<file path="src/rtl/led7_pkg.sv">
// Shared constants and helpers for the multiplexed seven-segment scanner.
package led7_pkg;

  localparam int              SEG_W   = 8;
  localparam logic [SEG_W-1:0] SEG_OFF = 8'h00;

  // One-hot enable for digit idx. Returns zero when idx is not a valid digit.
  function automatic logic [31:0] onehot(input logic [31:0] idx, input int count);
    logic [31:0] r;
    r = '0;
    if (idx < 32'(count)) r[idx[4:0]] = 1'b1;
    return r;
  endfunction

endpackage

</file>
<file path="src/rtl/led7_scan_counter.sv">
// Modulo-MOD up-counter with enable. wrap_o is high on an enabled cycle in which
// the counter sits at its last value and will return to zero on the next edge.
module mod_counter #(
  parameter int MOD = 4,
  localparam int W = (MOD > 1) ? $clog2(MOD) : 1
) (
  input  logic         clk_i,
  input  logic         rst_ni,
  input  logic         en_i,
  output logic [W-1:0] cnt_o,
  output logic         wrap_o
);

  localparam logic [W-1:0] LAST = W'(MOD - 1);

  logic [W-1:0] cnt_q, cnt_d;
  logic         at_last;

  assign at_last = (cnt_q == LAST);
  assign wrap_o  = en_i && at_last;
  assign cnt_o   = cnt_q;

  // Next count: advance when enabled, fold back to zero after the last value.
  always_comb begin
    cnt_d = cnt_q;
    if (en_i) cnt_d = at_last ? '0 : cnt_q + 1'b1;
  end

  // Count register.
  always_ff @(posedge clk_i or negedge rst_ni) begin
    if (!rst_ni) cnt_q <= '0;
    else         cnt_q <= cnt_d;
  end

endmodule

</file>
<file path="src/rtl/led7_scan.sv">
// Time-multiplexed seven-segment driver. Scans a per-digit segment bus onto one
// shared segment bus with one-hot digit enables. The input is captured once per
// frame so a digit never shows a half-updated pattern, and the first cycles of
// each slot keep every digit off so the previous pattern cannot ghost.
module led7_scan
  import led7_pkg::*;
#(
  parameter int COUNT        = 6,
  parameter int CLK_DIV      = 1000,
  parameter int BLANK_CYCLES = 16
) (
  input  logic                   clk,
  input  logic                   rst_n,
  input  logic                   en,
  input  logic [COUNT*SEG_W-1:0] leds,
  output logic [SEG_W-1:0]       seg,
  output logic [COUNT-1:0]       dig,
  output logic                   frame_tick
);

  localparam int CNT_W = (CLK_DIV > 1) ? $clog2(CLK_DIV) : 1;
  localparam int IDX_W = (COUNT > 1) ? $clog2(COUNT) : 1;

  logic [CNT_W-1:0]       cnt;
  logic [IDX_W-1:0]       idx;
  logic                   slot_wrap;
  logic                   frame_wrap;
  logic                   blank_ok;
  logic [31:0]            oh_full;

  logic [COUNT*SEG_W-1:0] shadow_q, shadow_d;
  logic [SEG_W-1:0]       seg_q, seg_d;
  logic [COUNT-1:0]       dig_q, dig_d;
  logic                   tick_q, tick_d;

  mod_counter #(.MOD(CLK_DIV)) u_slot_cnt (
    .clk_i  (clk),
    .rst_ni (rst_n),
    .en_i   (en),
    .cnt_o  (cnt),
    .wrap_o (slot_wrap)
  );

  // The digit counter only steps on the last cycle of a slot, so its own wrap
  // marks the final cycle of the frame: that is when a new snapshot is taken.
  mod_counter #(.MOD(COUNT)) u_digit_cnt (
    .clk_i  (clk),
    .rst_ni (rst_n),
    .en_i   (en && slot_wrap),
    .cnt_o  (idx),
    .wrap_o (frame_wrap)
  );

  if (BLANK_CYCLES == 0) begin : g_no_blank
    assign blank_ok = 1'b1;
  end else begin : g_blank
    localparam logic [CNT_W-1:0] BLANK_L = CNT_W'(BLANK_CYCLES);
    assign blank_ok = (cnt >= BLANK_L);
  end

  assign oh_full = onehot(32'(idx), COUNT);

  if (COUNT < 32) begin : g_unused_oh
    logic unused_oh;
    assign unused_oh = ^oh_full[31:COUNT];
  end

  // Next snapshot, output byte, digit enable and frame pulse from pre-edge state.
  always_comb begin
    shadow_d = shadow_q;
    if (frame_wrap) shadow_d = leds;

    seg_d = SEG_OFF;
    for (int i = 0; i < COUNT; i++) begin
      if (idx == IDX_W'(i)) seg_d = shadow_q[SEG_W*i +: SEG_W];
    end

    dig_d = '0;
    if (en && blank_ok) dig_d = oh_full[COUNT-1:0];

    tick_d = frame_wrap;
  end

  // Snapshot and output registers; reset clears the display immediately.
  always_ff @(posedge clk or negedge rst_n) begin
    if (!rst_n) begin
      shadow_q <= '0;
      seg_q    <= SEG_OFF;
      dig_q    <= '0;
      tick_q   <= 1'b0;
    end else begin
      shadow_q <= shadow_d;
      seg_q    <= seg_d;
      dig_q    <= dig_d;
      tick_q   <= tick_d;
    end
  end

  assign seg        = seg_q;
  assign dig        = dig_q;
  assign frame_tick = tick_q;

endmodule
</file>
<file path="config.mk">
export PLATFORM = sky130hd
export DESIGN_NAME = led7_scan
export DESIGN_NICKNAME = d
export VERILOG_FILES = /design/src/rtl/led7_pkg.sv /design/src/rtl/led7_scan_counter.sv /design/src/rtl/led7_scan.sv
export SDC_FILE = /design/constraint.sdc
export NUM_CORES = 1
export LEC_CHECK = 0
export ABC_AREA = 1
export CORE_MARGIN = 4
export CORE_UTILIZATION = 29
export DETAILED_ROUTE_END_ITERATION = 8
export GPL_TIMING_DRIVEN = 0
export PLACE_DENSITY = 0.49
export SLEW_MARGIN = 20
export SYNTH_ARGS = -nofsm -noshare
export SYNTH_HDL_FRONTEND = slang
export SYNTH_HIERARCHICAL = 1
export SYNTH_SLANG_ARGS = --single-unit
</file>
<file path="constraint.sdc">
create_clock -name clk -period 3.2 [get_ports clk]
set_input_delay 0.8 -clock clk [delete_from_list [all_inputs] [get_ports clk]]
set_output_delay 0.8 -clock clk [all_outputs]
set_load 0.005 [all_outputs]
</file>
======== Word-level counts from Yosys, hierarchy flattened ========
Cells that the tools add are included.
W data, S select, Z words.
storage, ports and cells
  memories ................................ 0
  RAM bits ................................ 0
  flip-flop bits (word level) ............. 76
  bits in latches ......................... 0
  input port bits ......................... 51
  bits in read-only memories .............. 0
  word-level logic and storage cells ...... 36
cells by class
  muxes and demuxes ....................... 12
  $add $sub $neg .......................... 2
  equality and inequality tests ........... 6
  multipliers ............................. 0
  div/mod/pow operators ................... 0
  order comparisons ....................... 4
  bitwise operators ....................... 0
  shift operators ......................... 0
  reductions and logical operators ........ 6
operators with widths
  kind                     count
  $mux W8                  6
  $mux W6                  2
  $add A10 B1 Y10 const B  1
  $eq A10 B10 Y1 const B   1
  $ge A10 B5 Y1 const B    1
  $mux W10                 1
  $eq A3 B2 Y1 const B     2
  $eq A3 B3 Y1 const B     2
  $lt A3 B6 Y1 const B     1
  $logic_and A1 B1 Y1      5
  $add A3 B1 Y3 const B    1
  $demux W1 S3             1
  $eq A3 B1 Y1 const B     1
  $ge A3 B1 Y1 const B     1
  $logic_not A3 Y1         1
  $lt A3 B3 Y1 const B     1
  $mux W3                  1
  $mux W1                  1

======== Depth between registers and ports, before layout ========
Gate-level depths: netlist of run 1.
  depth after elaboration ................. 7
  gate-level depth with buffers ........... 13
  gate-level depth less buffers ........... 11

======== Modules after synthesis ========
Netlist of run 1, hierarchy kept.
by module, submodules not included
  module                      area each (um^2)  cells each  sequential area each (um^2)  times used
  led7_scan                   2642.5            240         1576.5                       1
  mod_counter at u_slot_cnt   618.1             87          250.2                        1
  mod_counter at u_digit_cnt  131.4             14          75.1                         1

======== Least setup slack after synthesis of run 1 ========
OpenSTA, ideal clock, no wires.
  kind .................................... input to register
  start point ............................. input en
  end point ............................... register shadow_q[24]
  arrival ................................. 2359 ps
  stages on the path ...................... 10
  data required time ...................... 3075 ps
  buffers on the path ..................... 3
  path slack .............................. 716 ps
  cells stage by stage .................... buf_4 nand4_1 inv_2 nand2_1 inv_1 nand3_1 nor2_1 buf_2 buf_2 mux2_2
on the way
  word-level cells in the longest chain between the ends .. 3
ends and longest elaborated chain
  element               RTL line                 RTL
  from (decl)           led7_scan.sv:14          input logic en,
  $logic_and A1 B1 Y1   led7_scan_counter.sv:20  assign wrap_o = en_i && at_last;
  named net slot_wrap   led7_scan.sv:26          logic slot_wrap;
  $logic_and A1 B1 Y1   led7_scan.sv:49          .en_i (en && slot_wrap),
  $logic_and A1 B1 Y1   led7_scan_counter.sv:20
  named net frame_wrap  led7_scan.sv:27          logic frame_wrap;
  to (signal assigned)  led7_scan.sv:92          shadow_q <= shadow_d;
  to (decl)             led7_scan.sv:31          logic [COUNT*SEG_W-1:0] shadow_q, shadow_d;
The timed path passes the listed nets, and every way through them passes these cells.
A chain may end at the register's enable or synchronous reset.

======== Worst setup path in the final report of run 1 ========
  start point ............................. input en
  end point ............................... register shadow_q[43]
The elaborated chain is that of the path after synthesis.

==> flow_metrics.env, run 1 <==
export IMPL_reg2reg_from="u_slot_cnt/cnt_o[1]"
export IMPL_cp_common_cell="buf_4"
export IMPL_required_ps=3410
export IMPL_num_fill_cells=1147
export IMPL_period_share=0.933
export IMPL_outcome="finished clean"
export IMPL_avgRoutedWirePerCell_um=14.4
export IMPL_drive_above_1_share=0.200
export IMPL_synth_area_leaders="dfrtp_1 56%, mux2_2 13%, nand2_1 8.2%"
export IMPL_p_per_area_nw_per_um2=515
export IMPL_antenna_found_initial=0
export IMPL_synth_top_area_frac=0.561
export IMPL_ys_seq_area_frac=0.561
export IMPL_yosys_warnings=6
export IMPL_route_detailed_drc=0
export IMPL_vdd_drop_max_uv=233
export IMPL_grt_max_degree=53
export IMPL_slowest_delay_ps=540
export IMPL_critical_path_class="input port to flip-flop"
export IMPL_min_period_ps=2990
export IMPL_max_freq_ghz=0.335
export IMPL_vias=2524
export IMPL_grt_pass1_vias=2477
export IMPL_syn_inst=341
export IMPL_rsz0062_at_grt="no"
export IMPL_grt_pass1_wl_mm=13.3
export IMPL_clk_pin_slew_worst_paths_ps=60
export IMPL_h_tree_depth=3
export IMPL_holdWs_ps=374
export IMPL_finalHoldViolCount=0
export IMPL_start_util=0.297
export IMPL_tightest_slew_ps=597
export IMPL_totalWireLength_mm=8.16
export IMPL_synthArstFlopShare=1.00
export IMPL_cts_tree="built"
export IMPL_synth_seq_cells=76
export IMPL_gp_congestion=0.761
export IMPL_antennaDiodeCount=0
export IMPL_r2r_end="shadow_q[43]"
export IMPL_ios=66
export IMPL_ys_flop_type="dfrtp_1"
export IMPL_rrSetupSlack_ps=620
export IMPL_fp_dieH_um=116
export IMPL_slew_viol_final=0
export IMPL_portBuffers=65
export IMPL_hold_class="input port to async pin"
export IMPL_fin_tns_setup_ps=0
export IMPL_clock_path_buffers=2
export IMPL_dieArea_sq_um=13500
export IMPL_relSlewSlack=0.601
export IMPL_critPathSlowestCell="clkdlybuf4s50_1"
export IMPL_cp_start_kind="input port"
export IMPL_synth_area_leader_cell="dfrtp_1"
export IMPL_clock_sinks=76
export IMPL_syn_avg_cell_area_sq_um=9.95
export IMPL_hpwlAfterDp_mm=5.90
export IMPL_synth_edf_count=0
export IMPL_core_sq_um=11400
export IMPL_root_buffer="clkbuf_16"
export IMPL_synthDistinctLibCells=27
export IMPL_grt_use_total=0.130
export IMPL_cts_buffers_inserted=9
export IMPL_critPathCaptureType="flip-flop"
export IMPL_fin_skew_ps=13.3
export IMPL_arrival_ps=3200
export IMPL_insertion_delay_ps=330
export IMPL_die_w_um=116
export IMPL_antenna_left=0
export IMPL_max_cap_violations=0
export IMPL_synth_fp_nets=393
export IMPL_grt_overflow=0
export IMPL_drt_pass1_iterations=4
export IMPL_seqCellArea_sq_um=1900
export IMPL_path_cells="clkdlybuf4s50_1 -> buf_4 -> nand4_1 -> inv_2 -> nand2_1 -> inv_1 -> nand3_1 -> nor2_1 -> clkbuf_4 -> buf_4 -> mux2_2"
export IMPL_fin_nets=472
export IMPL_setup_viol=0
export IMPL_leakagePower_nw=2.29
export IMPL_r2r_cells=12
export IMPL_syn_area_sq_um=3390
export IMPL_initialDrtViolationCount=107
export IMPL_row_count=39
export IMPL_multi_input_area_sq_um=1310
export IMPL_ctsHoldBuffers=0
export IMPL_vias_per_cell=4.44
export IMPL_path_max_fanout=10
export IMPL_synthToLayoutAreaGrowth_pct=35.1
-- per-stage QoR --
| stage | total power, mW | cells | setup slack, ps | utilization | area, sq um |
|---|---|---|---|---|---|
| 2_1_floorplan | 1.21 | 341 | 716 | - | 3390 |
| 3_3_place_gp | 1.34 | 549 | -1500 | 0.370 | 4220 |
| 3_5_place_dp | 1.34 | 550 | -311 | 0.372 | 4250 |
| 4_1_cts | 2.40 | 566 | 31.1 | 0.399 | 4560 |
| 5_1_grt | 2.48 | 568 | 15.2 | 0.401 | 4580 |
| 6_report | 2.36 | 568 | 214 | 0.401 | 4580 |
-- metal layers --
metal	part of all wire	track usage
met2	0.45	0.189
met5	0	0
met3	0.042	0.0301
met1	0.50	0.193
met4	0.0069	0.0371
-- cells by family (layout without fill, tap and decap cells) --
group | Yosys count | after routing | share of synthesized area
mux | 40 | 40 | 0.133
buf+inv | 45 | 129 | 0.0539
xor+xnor | 4 | 4 | 0.0103
simple gates | 158 | 158 | 0.213
fa+ha+maj | 1 | 1 | 0.00369
flops | 76 | 76 | 0.561
compound gates | 17 | 17 | 0.0258
-- cell usage in the layout (no fill, tap or decap), types with 2 or more instances in the layout --
cell type and count:
nand2_2 2, inv_2 5, xor2_1 4, nand3_1 19, nor2_4 3, clkbuf_4 2, a21oi_1 4, nor3_1 4
buf_4 7, clkinvlp_4 2, mux2_2 40, nand3_2 2, nor2_1 38, clkbuf_16 9, inv_1 32, o21ai_0 11
nand2_1 74, nand4_1 10, dfrtp_1 76, inv_6 2, clkdlybuf4s50_1 64
-- worst max-delay path by stage --
stage                          endpoint  depth (start not counted)   from
floorplan                  shadow_q[24]                         10     en
global placement    u_slot_cnt/cnt_o[1]                          1  rst_n
detailed placement         shadow_q[43]                         11     en
CTS                        shadow_q[43]                         11     en
global route               shadow_q[43]                         11     en
finish                     shadow_q[43]                         11     en
-- flip-flops by register name (all words and copies together) (netlist names) --
signal             count
frame_tick             1
seg                    8
u_digit_cnt/cnt_o      3
dig                    6
shadow_q              48
u_slot_cnt/cnt_o      10
-- what timing repair did --
item                                   CTS  global route
gates resized for setup                  0             8
endpoints found under the hold margin    0             0
setup buffers                            0             2
setup endpoints to repair                0            32
-- report_power, final --
group	leakage, nW	total (mW)	switching (mW)	internal [mW]
Sequential	0.979	1.06	0.0583	1.00
Clock	0.146	1.04	0.408	0.632
Combinational	1.17	0.257	0.135	0.122
-- area by class of cell --
class / count / share of cell area
flip-flops and latches: 76 / 0.415
multi-input cells: 220 / 0.285
repair buffers: 68 / 0.151
clock buffers: 10 / 0.0521
well taps: 143 / 0.0390
inverters: 37 / 0.0303
clock inverters: 6 / 0.0156
plain buffers: 8 / 0.0120
-- synthesized netlist by cell type (2+ instances only) --
library cell,number
dfrtp_1,76
nand2_1,74
mux2_2,40
nor2_1,38
inv_1,32
nand3_1,19
o21ai_0,11
nand4_1,10
buf_2,5
inv_2,5
a21oi_1,4
nor3_1,4
xor2_1,4
nor2_4,3
buf_4,2
nand2_2,2
nand3_2,2
-- worst max-delay path: cells and delay by family --
family                 cells  cell delay [ps]
and+or+nand+nor            4              570
buffers and inverters      6             1470
muxes                      1              360
No activity file was read; power rests on OpenSTA's default activity.
==> run 2: changes to the inputs <==
- CTS_CLUSTER_DIAMETER: not set -> 80
==> results of run 2 <==
Same layout as run 1: the final DEF is identical, and so are final timing and power.
==> run 3: changes to the inputs <==
- clock period: 3.2 -> 3.07 ns (I/O delays scaled with it)
==> flow_metrics.env, run 3 (synthesis gave the netlist of run 1 again) <==
export IMPL_dieArea_sq_um=13500
export IMPL_root_buffer="clkbuf_16"
export IMPL_leakagePower_nw=2.29
export IMPL_drive_above_1_share=0.202
export IMPL_grt_overflow=0
export IMPL_crit_end="shadow_q[1]"
export IMPL_highest_layer="met4"
export IMPL_arrival_ps=3110
export IMPL_antennaDiodeCount=0
export IMPL_h_tree_depth=3
export IMPL_totalWireLength_mm=8.17
export IMPL_largest_reg_flops=48
export IMPL_min_period_ps=2900
export IMPL_power_mw=2.46
export IMPL_fin_skew_ps=13.3
export IMPL_fp_dieH_um=116
export IMPL_met1_length_mm=4.06
export IMPL_cts_tree="built"
export IMPL_avgRoutedWirePerCell_um=14.4
export IMPL_vdd_drop_max_uv=243
export IMPL_max_cap_violations=0
export IMPL_clock_sinks=76
export IMPL_portBuffers=65
export IMPL_grt_use_total=0.130
export IMPL_clock_path_buffers=2
export IMPL_rrSetupSlack_ps=540
export IMPL_critical_path_class="input port to flip-flop"
export IMPL_die_w_um=116
export IMPL_ctsHoldBuffers=0
export IMPL_required_ps=3280
export IMPL_rsz0062_at_grt="yes"
export IMPL_period_share=0.945
export IMPL_fin_nets=472
export IMPL_p_per_area_nw_per_um2=536
export IMPL_initialDrtViolationCount=129
export IMPL_slew_viol_final=0
export IMPL_hold_class="input port to async pin"
export IMPL_insertion_delay_ps=330
export IMPL_row_count=39
export IMPL_r2r_end="shadow_q[1]"
export IMPL_grt_pass1_wl_mm=13.3
export IMPL_cp_start_kind="input port"
export IMPL_max_freq_ghz=0.345
export IMPL_finalHoldViolCount=0
export IMPL_outcome="finished clean"
export IMPL_wl_met2_mm=3.72
export IMPL_r2r_cells=12
export IMPL_tightest_slew_ps=597
export IMPL_grt_pass1_vias=2477
export IMPL_clk_pin_slew_worst_paths_ps=60
export IMPL_gp_congestion=0.761
export IMPL_final_cell_mix="76 x dfrtp_1, 74 x nand2_1, 64 x clkdlybuf4s50_1"
export IMPL_start_util=0.297
export IMPL_dr_wl_met3_um=331
export IMPL_path_max_fanout=10
export IMPL_core_sq_um=11400
export IMPL_critPathCaptureType="flip-flop"
export IMPL_synthToLayoutAreaGrowth_pct=35.3
export IMPL_vias=2521
export IMPL_grt_max_degree=53
export IMPL_drt_pass1_iterations=5
export IMPL_vias_per_cell=4.44
export IMPL_layout_commonest_cell="dfrtp_1"
export IMPL_cts_buffers_inserted=9
export IMPL_cp_startpoint="en"
export IMPL_dp_cells=550
export IMPL_antenna_left=0
export IMPL_fin_cells=568
export IMPL_route_detailed_drc=0
export IMPL_antenna_found_initial=0
export IMPL_relSlewSlack=0.601
export IMPL_ios=66
export IMPL_reg2reg_from="u_slot_cnt/cnt_o[1]"
export IMPL_hpwlAfterDp_mm=5.90
export IMPL_top_register="shadow_q"
export IMPL_setup_viol=0
-- run 3: worst min path at each step --
stage                        end  slack [ps]  cells after the start          from
detailed placement        seg[0]         490                      2  shadow_q[32]
global placement          seg[1]         480                      2  shadow_q[41]
floorplan                 seg[0]         460                      2  shadow_q[40]
CTS                 shadow_q[45]         340                      1         rst_n
global route        shadow_q[45]         360                      1         rst_n
finish              shadow_q[45]         340                      1         rst_n
-- run 3: routing by layer --
layer | track usage | up-vias
met1 | 0.193 | 1198
met2 | 0.189 | 50
met3 | 0.0301 | 2
met5 | 0 | -
li1 | - | 1271
met4 | 0.0371 | 0
-- run 3: report_power, final --
part	switching [mW]	total, mW	internal (mW)
Clock	0.425	1.08	0.659
Combinational	0.141	0.268	0.127
Sequential	0.0609	1.11	1.05
-- run 3: final cells by class --
cell class	count	area, sq um
Clock buffer	10	239
Tap cell	143	179
Timing Repair Buffer	68	691
Clock inverter	6	71.3
Multi-Input combinational cell	220	1310
Inverter	37	139
Sequential cell	76	1900
Buffer	8	58.8
Fill cell	1147	6830
-- run 3: worst max-delay path, cell delays in order --
cell and delay, ps:
clkdlybuf4s50_1 540, buf_4 190, nand4_1 180, inv_2 100
nand2_1 60, inv_1 150, nand3_1 140, nor2_2 150
clkbuf_4 230, clkbuf_4 240, mux2_2 350
-- run 3: through the flow --
stage	util	TNS, ps	hold slack [ps]	setup WS (ps)	instance area, sq um
final	0.402	0	341	169	4590
after global routing	0.402	-300	365	-32.4	4590
after CTS	0.400	0	344	16.4	4560
after detailed placement	0.372	-11820	486	-408	4250
after global placement	0.370	-132800	479	-1600	4220
after floorplan	-	0	465	618	3390
-- run 3: what timing repair did --
| item | CTS | global route |
|---|---|---|
| gates resized for setup | 2 | 6 |
| pin swaps | 0 | 1 |
| setup endpoints to repair | 20 | 32 |
| endpoints found under the hold margin | 0 | 0 |
| setup buffers | 0 | 2 |
